$ cat src/rtl/turtle_exec_core.sv
// Turtle accumulator execution core: accumulator, register file, flags,
// valid/ready instruction port and a one-bit-per-cycle shifter.
module turtle_exec_core #(
    parameter int DATA_WIDTH = 8,
    parameter int NUM_REGS   = 4,
    localparam int REG_ADDR_W = (NUM_REGS > 1) ? $clog2(NUM_REGS) : 1
) (
    input  logic                  clk,
    input  logic                  reset,
    input  logic                  instr_valid,
    output logic                  instr_ready,
    input  logic [3:0]            instr_op,
    input  logic [REG_ADDR_W-1:0] instr_reg,
    input  logic [DATA_WIDTH-1:0] instr_imm,
    output logic [DATA_WIDTH-1:0] acc,
    output logic [3:0]            flags,
    output logic                  done,
    output logic                  err,
    input  logic [REG_ADDR_W-1:0] dbg_reg_addr,
    output logic [DATA_WIDTH-1:0] dbg_reg_data
);

    localparam int SH_W = $clog2(DATA_WIDTH);
    localparam int RF_N = 2 ** REG_ADDR_W;
    localparam int MSB  = DATA_WIDTH - 1;

    localparam logic [3:0] OP_NOP  = 4'h0;
    localparam logic [3:0] OP_LDI  = 4'h1;
    localparam logic [3:0] OP_LDR  = 4'h2;
    localparam logic [3:0] OP_STR  = 4'h3;
    localparam logic [3:0] OP_ADD  = 4'h4;
    localparam logic [3:0] OP_SUB  = 4'h5;
    localparam logic [3:0] OP_AND  = 4'h6;
    localparam logic [3:0] OP_OR   = 4'h7;
    localparam logic [3:0] OP_XOR  = 4'h8;
    localparam logic [3:0] OP_ADDI = 4'h9;
    localparam logic [3:0] OP_SHL  = 4'hA;
    localparam logic [3:0] OP_SHR  = 4'hB;
    localparam logic [3:0] OP_ASR  = 4'hC;

    localparam logic [1:0] SH_L = 2'd0;
    localparam logic [1:0] SH_R = 2'd1;
    localparam logic [1:0] SH_A = 2'd2;

    typedef enum logic {S_IDLE, S_SHIFT} state_e;

    state_e                state_q, state_d;
    logic [DATA_WIDTH-1:0] acc_q, acc_d;
    logic [3:0]            flags_q, flags_d;
    logic [SH_W-1:0]       cnt_q, cnt_d;
    logic [1:0]            sop_q, sop_d;
    logic                  done_q, done_d;
    logic                  err_q, err_d;
    logic [DATA_WIDTH-1:0] rf_q [RF_N];
    logic                  rf_we;
    logic                  zn_upd;

    logic                  reg_ok;
    logic [DATA_WIDTH-1:0] opb;
    logic [DATA_WIDTH:0]   add_r;
    logic [DATA_WIDTH:0]   sub_r;
    logic [DATA_WIDTH:0]   addi_r;
    logic [SH_W-1:0]       sh_n;
    logic [DATA_WIDTH-1:0] sh_res;
    logic                  sh_c;

    assign reg_ok = int'(instr_reg) < NUM_REGS;
    assign opb    = reg_ok ? rf_q[instr_reg] : '0;
    assign sh_n   = instr_imm[SH_W-1:0];

    assign add_r  = {1'b0, acc_q} + {1'b0, opb};
    assign sub_r  = {1'b0, acc_q} + {1'b0, ~opb}
                  + (DATA_WIDTH + 1)'(1);
    assign addi_r = {1'b0, acc_q} + {1'b0, instr_imm};

    // One-bit step of the shifter; carry gets the bit that falls out.
    always_comb begin
        sh_res = acc_q;
        sh_c   = 1'b0;
        case (sop_q)
            SH_L: begin
                sh_res = {acc_q[MSB-1:0], 1'b0};
                sh_c   = acc_q[MSB];
            end
            SH_R: begin
                sh_res = {1'b0, acc_q[MSB:1]};
                sh_c   = acc_q[0];
            end
            default: begin
                sh_res = {acc_q[MSB], acc_q[MSB:1]};
                sh_c   = acc_q[0];
            end
        endcase
    end

    always_comb begin
        state_d = state_q;
        acc_d   = acc_q;
        flags_d = flags_q;
        cnt_d   = cnt_q;
        sop_d   = sop_q;
        done_d  = 1'b0;
        err_d   = 1'b0;
        rf_we   = 1'b0;
        zn_upd  = 1'b0;
        case (state_q)
            S_IDLE: begin
                if (instr_valid) begin
                    done_d = 1'b1;
                    case (instr_op)
                        OP_NOP: ;
                        OP_LDI: begin
                            acc_d  = instr_imm;
                            zn_upd = 1'b1;
                        end
                        OP_LDR: begin
                            acc_d  = opb;
                            zn_upd = 1'b1;
                        end
                        OP_STR: rf_we = reg_ok;
                        OP_ADD: begin
                            acc_d      = add_r[MSB:0];
                            flags_d[1] = add_r[DATA_WIDTH];
                            flags_d[0] = (acc_q[MSB] == opb[MSB])
                                && (add_r[MSB] != acc_q[MSB]);
                            zn_upd     = 1'b1;
                        end
                        OP_SUB: begin
                            acc_d      = sub_r[MSB:0];
                            flags_d[1] = sub_r[DATA_WIDTH];
                            flags_d[0] = (acc_q[MSB] != opb[MSB])
                                && (sub_r[MSB] != acc_q[MSB]);
                            zn_upd     = 1'b1;
                        end
                        OP_AND: begin
                            acc_d  = acc_q & opb;
                            zn_upd = 1'b1;
                        end
                        OP_OR: begin
                            acc_d  = acc_q | opb;
                            zn_upd = 1'b1;
                        end
                        OP_XOR: begin
                            acc_d  = acc_q ^ opb;
                            zn_upd = 1'b1;
                        end
                        OP_ADDI: begin
                            acc_d      = addi_r[MSB:0];
                            flags_d[1] = addi_r[DATA_WIDTH];
                            flags_d[0] = (acc_q[MSB] == instr_imm[MSB])
                                && (addi_r[MSB] != acc_q[MSB]);
                            zn_upd     = 1'b1;
                        end
                        OP_SHL, OP_SHR, OP_ASR: begin
                            zn_upd = 1'b1;
                            sop_d  = (instr_op == OP_SHL) ? SH_L
                                   : (instr_op == OP_SHR) ? SH_R
                                   : SH_A;
                            if (sh_n != '0) begin
                                state_d = S_SHIFT;
                                cnt_d   = sh_n;
                                done_d  = 1'b0;
                            end
                        end
                        default: begin
                            done_d = 1'b0;
                            err_d  = 1'b1;
                        end
                    endcase
                end
            end
            S_SHIFT: begin
                acc_d      = sh_res;
                flags_d[1] = sh_c;
                zn_upd     = 1'b1;
                cnt_d      = cnt_q - SH_W'(1);
                if (cnt_q == SH_W'(1)) begin
                    state_d = S_IDLE;
                    done_d  = 1'b1;
                end
            end
            default: state_d = S_IDLE;
        endcase
        // Z/N always follow the value being written to the accumulator.
        if (zn_upd) begin
            flags_d[3] = (acc_d == '0);
            flags_d[2] = acc_d[MSB];
        end
    end

    always_ff @(posedge clk) begin
        if (reset) begin
            state_q <= S_IDLE;
            acc_q   <= '0;
            flags_q <= '0;
            cnt_q   <= '0;
            sop_q   <= SH_L;
            done_q  <= 1'b0;
            err_q   <= 1'b0;
            for (int i = 0; i < RF_N; i++) begin
                rf_q[i] <= '0;
            end
        end else begin
            state_q <= state_d;
            acc_q   <= acc_d;
            flags_q <= flags_d;
            cnt_q   <= cnt_d;
            sop_q   <= sop_d;
            done_q  <= done_d;
            err_q   <= err_d;
            if (rf_we) begin
                rf_q[instr_reg] <= acc_q;
            end
        end
    end

    assign instr_ready  = ~reset & (state_q == S_IDLE);
    assign acc          = acc_q;
    assign flags        = flags_q;
    assign done         = done_q;
    assign err          = err_q;
    assign dbg_reg_data = (int'(dbg_reg_addr) < NUM_REGS)
                        ? rf_q[dbg_reg_addr] : '0;

endmodule

$ cat config.mk
export PLATFORM = sky130hd
export DESIGN_NAME = turtle_exec_core
export DESIGN_NICKNAME = d
export VERILOG_FILES = /design/src/rtl/turtle_exec_core.sv
export SDC_FILE = /design/constraint.sdc
export NUM_CORES = 1
export LEC_CHECK = 0
export CORE_UTILIZATION = 45
export CTS_CLUSTER_SIZE = 16
export DETAILED_ROUTE_END_ITERATION = 8
export PLACE_DENSITY = 0.65
export SETUP_SLACK_MARGIN = 0.02
export SLEW_MARGIN = 0
export SYNTH_ARGS = -nofsm -noshare
export SYNTH_HDL_FRONTEND = slang
export SYNTH_SLANG_ARGS = --single-unit
$ cat constraint.sdc
create_clock -name clk -period 4.3 [get_ports clk]
set_input_delay 1.29 -clock clk [delete_from_list [all_inputs] [get_ports clk]]
set_output_delay 1.29 -clock clk [all_outputs]
set_load 0.02 [all_outputs]
Word level (Yosys, flattened, before mapping)

Memories as Yosys holds them, arrays and structs flattened.
Index checks and enable logic that the tools add are counted.
W data, S select, Z words.

Order comparisons: 0
Shifts and indexed selects: 0
Mux-type cells: 39
$add $sub $neg: 5
Reduce and logical (&&, ||, !) cells: 18
Multiply operators: 0
Eq/ne operators: 24
Div/mod/pow operators: 0
Bitwise gates (word level): 8

Operators by type and width:

| cell                  | number |
|---|---|
| $pmux W8 S8           | 1 |
| $pmux W8 S2           | 2 |
| $add A8 B8 Y9         | 3 |
| $eq A4 B4 Y1 const B  | 5 |
| $mux W1               | 20 |
| $eq A4 B3 Y1 const B  | 4 |
| $mux W8               | 2 |
| $reduce_or A13 Y1     | 1 |
| $reduce_or A11 Y1     | 1 |
| $pmux W1 S2           | 5 |
| $reduce_or A10 Y1     | 1 |
| $add A9 B1 Y9 const B | 1 |
| $mux W3               | 3 |
| $reduce_and A3 Y1     | 3 |
| $and A8 B8 Y8         | 1 |
| $eq A4 B2 Y1 const B  | 2 |
| $logic_not A8 Y1      | 1 |
| $mux W2               | 4 |
| $not A8 Y8            | 1 |
| $or A8 B8 Y8          | 1 |
| $reduce_or A8 Y1      | 1 |
| $xor A8 B8 Y8         | 1 |
| $pmux W2 S3           | 1 |
| $pmux W3 S2           | 1 |
| other kinds (17)      | 28 |

Word-level logic and storage cells: 104
Input port bits: 19
Memories kept: 1
Register bits: 20
Bits in writable memories: 32
Bits in read-only memories: 0
Bits in latches: 0

Memory list:

| name | depth | width | rd ports | clocked after memory_dff | write ports | RTL line | source |
|---|---|---|---|---|---|---|---|
| rf_q | 4     | 8     | 2        | 0                        | 4           | 54       | `logic [DATA_WIDTH-1:0] rf_q [RF_N];` |

Longest topological paths before layout

Gate-level depths: netlist of run 1.

Depth after elaboration: 9
Mapped depth: 13

Least setup slack after synthesis of run 1

Ideal clock, no wire load.

Path kind: input-to-reg
Start point: in instr_reg[1]
End point: reg flags_q[0], in the netlist flags[0]
Library setup time: 0.091 ns
Path slack: 0.407 ns
Data arrival time: 3.802 ns
Stages: 12
Buffers on the path: 1
Path through: clkbuf_1 > mux4_2 > inv_1 > ha_1 > o21ba_2 > or4_1 > o211ai_2 > o22ai_1 > xnor2_1 > xnor2_1 > a32oi_1 > a311oi_1

Cells in the longest elaborated chain, start to end: 7
Elaborated cells on any way between the ends: 12

RTL lines:

| item                   | RTL line | source |
|---|---|---|
| start: declaration     | 13       | `input logic [REG_ADDR_W-1:0] instr_reg,` |
| $mem_v2 Z4 W8 *        | n/a      |  |
| $not A8 Y8             | 72       | `assign sub_r = {1'b0, acc_q} + {1'b0, ~opb}` |
| $add A8 B8 Y9          | 72       |  |
| $add A9 B1 Y9          | 73       | `+ (DATA_WIDTH + 1)'(1);` |
| $ne A1 B1 Y1           | 132      | `&& (sub_r[MSB] != acc_q[MSB]);` |
| $logic_and A1 B1 Y1    | 132      |  |
| $pmux W2 S3 *          | 110      | `case (instr_op)` |
| end signal: assignment | 206      | `flags_q <= flags_d;` |
| end: declaration       | 49       | `logic [3:0] flags_q, flags_d;` |

Every way passes the cells marked *; elsewhere a longest branch is shown, timed or not.
A chain may end at the register's enable or synchronous reset.

Worst setup path in the final report of run 1

Start point: in dbg_reg_addr[0]
End point: out dbg_reg_data[0]

Cells in the longest elaborated chain, start to end: 1

RTL lines:

| item               | RTL line | source |
|---|---|---|
| start: declaration | 19       | `input logic [REG_ADDR_W-1:0] dbg_reg_addr,` |
| $mem_v2 Z4 W8      | n/a      |  |
| end: declaration   | 20       | `output logic [DATA_WIDTH-1:0] dbg_reg_data` |

Every way passes these cells.

==> summary.md, run 1 <==
| Metric | Value |
|---|---|
| Top_reg_cell synth | edfxtp_1 |
| Crit path kind | in -> out |
| RSZ-0062 raised after global routing | no |
| Max_slew headroom | 40.8% |
| Antenna cells | 0 |
| Chip Width | 101 um |
| Critical path, cell by cell | clkdlybuf4s50_1, buf_12, mux4_2, dlygate4sd2_1 |
| Critical path's largest stage delay | 510 ps |
| H-Tree Depth | 2 |
| Fill cell count | 888 |
| Initial antenna violation count | 0 |
| CP Capture Type | primary output |
| CTS Hold Bufs | 0 |
| Final Skew | 13.9 ps |
| Syn-to-layout area delta | 23.0% |
| R2r worst-path depth | 11 |
| Cell variety after synth | 70 |
| Pins Over Slew Limit | 0 |
| Placer Congestion | 0.940 |
| CTS tree | built |
| WL final | 13,500 um |
| First-pass GRT wire length | 21,700 um |
| Reg clk slew, reported paths | 120 ps |
| Yosys warnings | 0 |
| Site row count | 35 |
| CTS buffer count | 5 |
| Power per cell area | 274 nW/um^2 |
| #FFs+latches synth | 52 |
| Routed wire per std cell | 19.7 um |
| Synth area leaders | edfxtp_1, ha_1, dfxtp_1 |
| IO buf count | 41 |
| Synthesized area | 4420 um^2 |
| Antenna viol nets, final | 0 |
| Post-Syn Nets | 528 |
| Largest net degree at the start of global routing | 27 |
| Layout cells sized above 1 | 19.7% |
| Root Buffer | clkbuf_8 |
| Final hold vios | 0 |
| Longest Clk Path Bufs | 2 |
| Die Area | 10,200 um^2 |
| Sum Neg Setup Slack | 0 ps |
| Syn_area_per_cell | 9.36 um^2 |
| Final setup viols | 0 |
| Vias in the first global route | 4,020 |
| Max Cap Viol | 0 |
| Core area | 9370 um^2 |
| Nets | 612 |
| Yosys top cell by area | edfxtp_1 |
| GRT Total Usage | 28.3% |
| Synth cell count leaders | nand2_1, ha_1, nor2_1 |
| CTS sink cnt | 52 |
| Maximum vdd drop | 186 uV |
| Post-Layout Cell Count | 686 |
| Hold crit path type | reg -> reg |
| Clock Latency Late Sink | 330 ps |
| Most common cell in the netlist | nand2_1 |
| EDFF count, synth | 32 |
| Via Count | 4,095 |
| Io pins | 42 |
| Total congestion overflow | 0 |
| Post-synth ARST share | 0% |
| Register area share after synthesis | 30.8% |
| HPWL after DPL | 10,400 um |
| Outcome | completed |
| Min-Delay Path Depth | 2 |
| Worst slew pin tran | 887 ps |
| Tmin final | 4090 ps |
| Fin crit share | 95.0% |
| Worst EP required | 3010 ps |
| Crit path max fanout | 8 |
| Drc violations | 0 |
| Top cell type's share of synthesized area | 21.7% |
| DRT Pass-1 Iters | 6 |
| Data arrival, critical path | 2800 ps |
| Cells after DPL | 678 |
| Die Y | 101 um |
| Worst setup SP type | input port |
| Post-synthesis cell count | 472 |
| First-iteration detailed-routing DRC count | 460 |
| Slowest CP cell | clkdlybuf4s50_1 |
| Via density | 5.97 |
| Initial core utilization | 47.2% |
| Leak | 2.16 nW |
| Fmax | 0.245 GHz |
metal layers:
metal,part of all wire [%],vias up,GRT usage [%],wire length [um]
met5,0,-,0,0
met4,2.7,0,9.48,360
met3,7.8,30,3.88,1060
met2,45,192,44.1,6160
met1,44,1962,40.5,5960
li1,-,1911,-,-
through the flow:
step           power (mW)  setup slack, ps  cell area (um^2)  hold WS, ps  utilization, %
6_report             1.49              215              5440          513            58.0
5_1_grt              1.56              177              5440          554            58.0
4_1_cts              1.49             92.3              5430          517            58.0
3_5_place_dp         1.18             -491              5350          500            57.1
3_3_place_gp         1.17             -385              5350          491            57.1
2_1_floorplan       0.940              407              4420          471               -
layout make-up:
class | instances | area (um^2) | area share (%)
Clock buffer | 5 | 68.8 | 1.27
Tap cell | 129 | 161 | 2.97
Multi-Input combinational cell | 363 | 2830 | 52.1
Timing Repair Buffer | 102 | 868 | 16.0
Clock inverter | 3 | 26.3 | 0.483
Sequential cell | 52 | 1360 | 25.0
Inverter | 32 | 120 | 2.21
path summary, 6_finish.rpt:
kind	startpoint	endpoint	slack, ps
worst max-delay path	dbg_reg_addr[0]	dbg_reg_data[0]	210
worst min-delay path	flags[0]	flags[0]	510
worst max register to register	rf_q[2][0]	flags[1]	1190
worst min register to register	flags[0]	flags[0]	510
state kept, by name, summed over array words and instances (netlist names):
name,flops
acc,8
cnt_q,3
done,1
err,1
flags,4
rf_q,32
sop_q,2
state_q,1
critical path: cells and delay by family:
| kind | cells | cell delay (ps) |
|---|---|---|
| multiplexers | 1 | 510 |
| buffers and inverters | 3 | 1000 |
placed cells by master (no fill, tap or decap), types with 4 or more instances in the layout:
cell type,synthesis,layout
nor2b_1,13,13
a21oi_1,21,21
a221oi_1,4,4
a22oi_1,4,4
xor2_1,5,5
nor3_1,9,9
inv_1,32,32
clkbuf_8,0,5
o22ai_1,6,6
ha_1,35,35
dlygate4sd2_1,0,8
a311oi_1,4,4
buf_4,0,60
mux4_2,16,16
o221ai_1,4,4
a211oi_1,7,7
xnor2_1,11,11
dfxtp_1,20,20
nor2_1,33,33
o21bai_1,7,7
or2_2,10,10
nand2_1,36,36
and2_1,32,32
edfxtp_1,32,32
mux2i_1,8,8
o21ai_0,15,15
nand3_1,8,8
o31ai_1,5,4
o211ai_1,6,6
nand2b_1,4,4
a31oi_1,8,8
clkdlybuf4s50_1,0,31
timing repair:
action,CTS,global route
buffers inserted,0,0
resized for setup,9,4
endpoints found under the setup margin,10,2
cell families after synthesis:
logic type / count (synthesis) / synth area share (%)
buf+inv: 57 / 5.24
xor+xnor: 16 / 3.17
flops: 52 / 30.8
mux: 25 / 10.6
compound gates: 118 / 19.4
fa+ha+maj: 37 / 10.8
simple gates: 167 / 20.0
power by group:
group          internal (mW)  total (mW)  switching, mW
clock network          0.119       0.314          0.195
logic                  0.276       0.575          0.299
registers              0.553       0.600         0.0476
total                  0.948        1.49          0.542
Note: power is estimated with default switching activity, not from simulation.
==> inputs of run 2 (changes only) <==
ABC_CLOCK_PERIOD_IN_PS = 4300   (was default)
CAP_MARGIN = 20   (was default)
SKIP_LAST_GASP = 1   (was default)
==> results of run 2 <==
No change in the layout: final DEF, timing and power equal those of run 1.
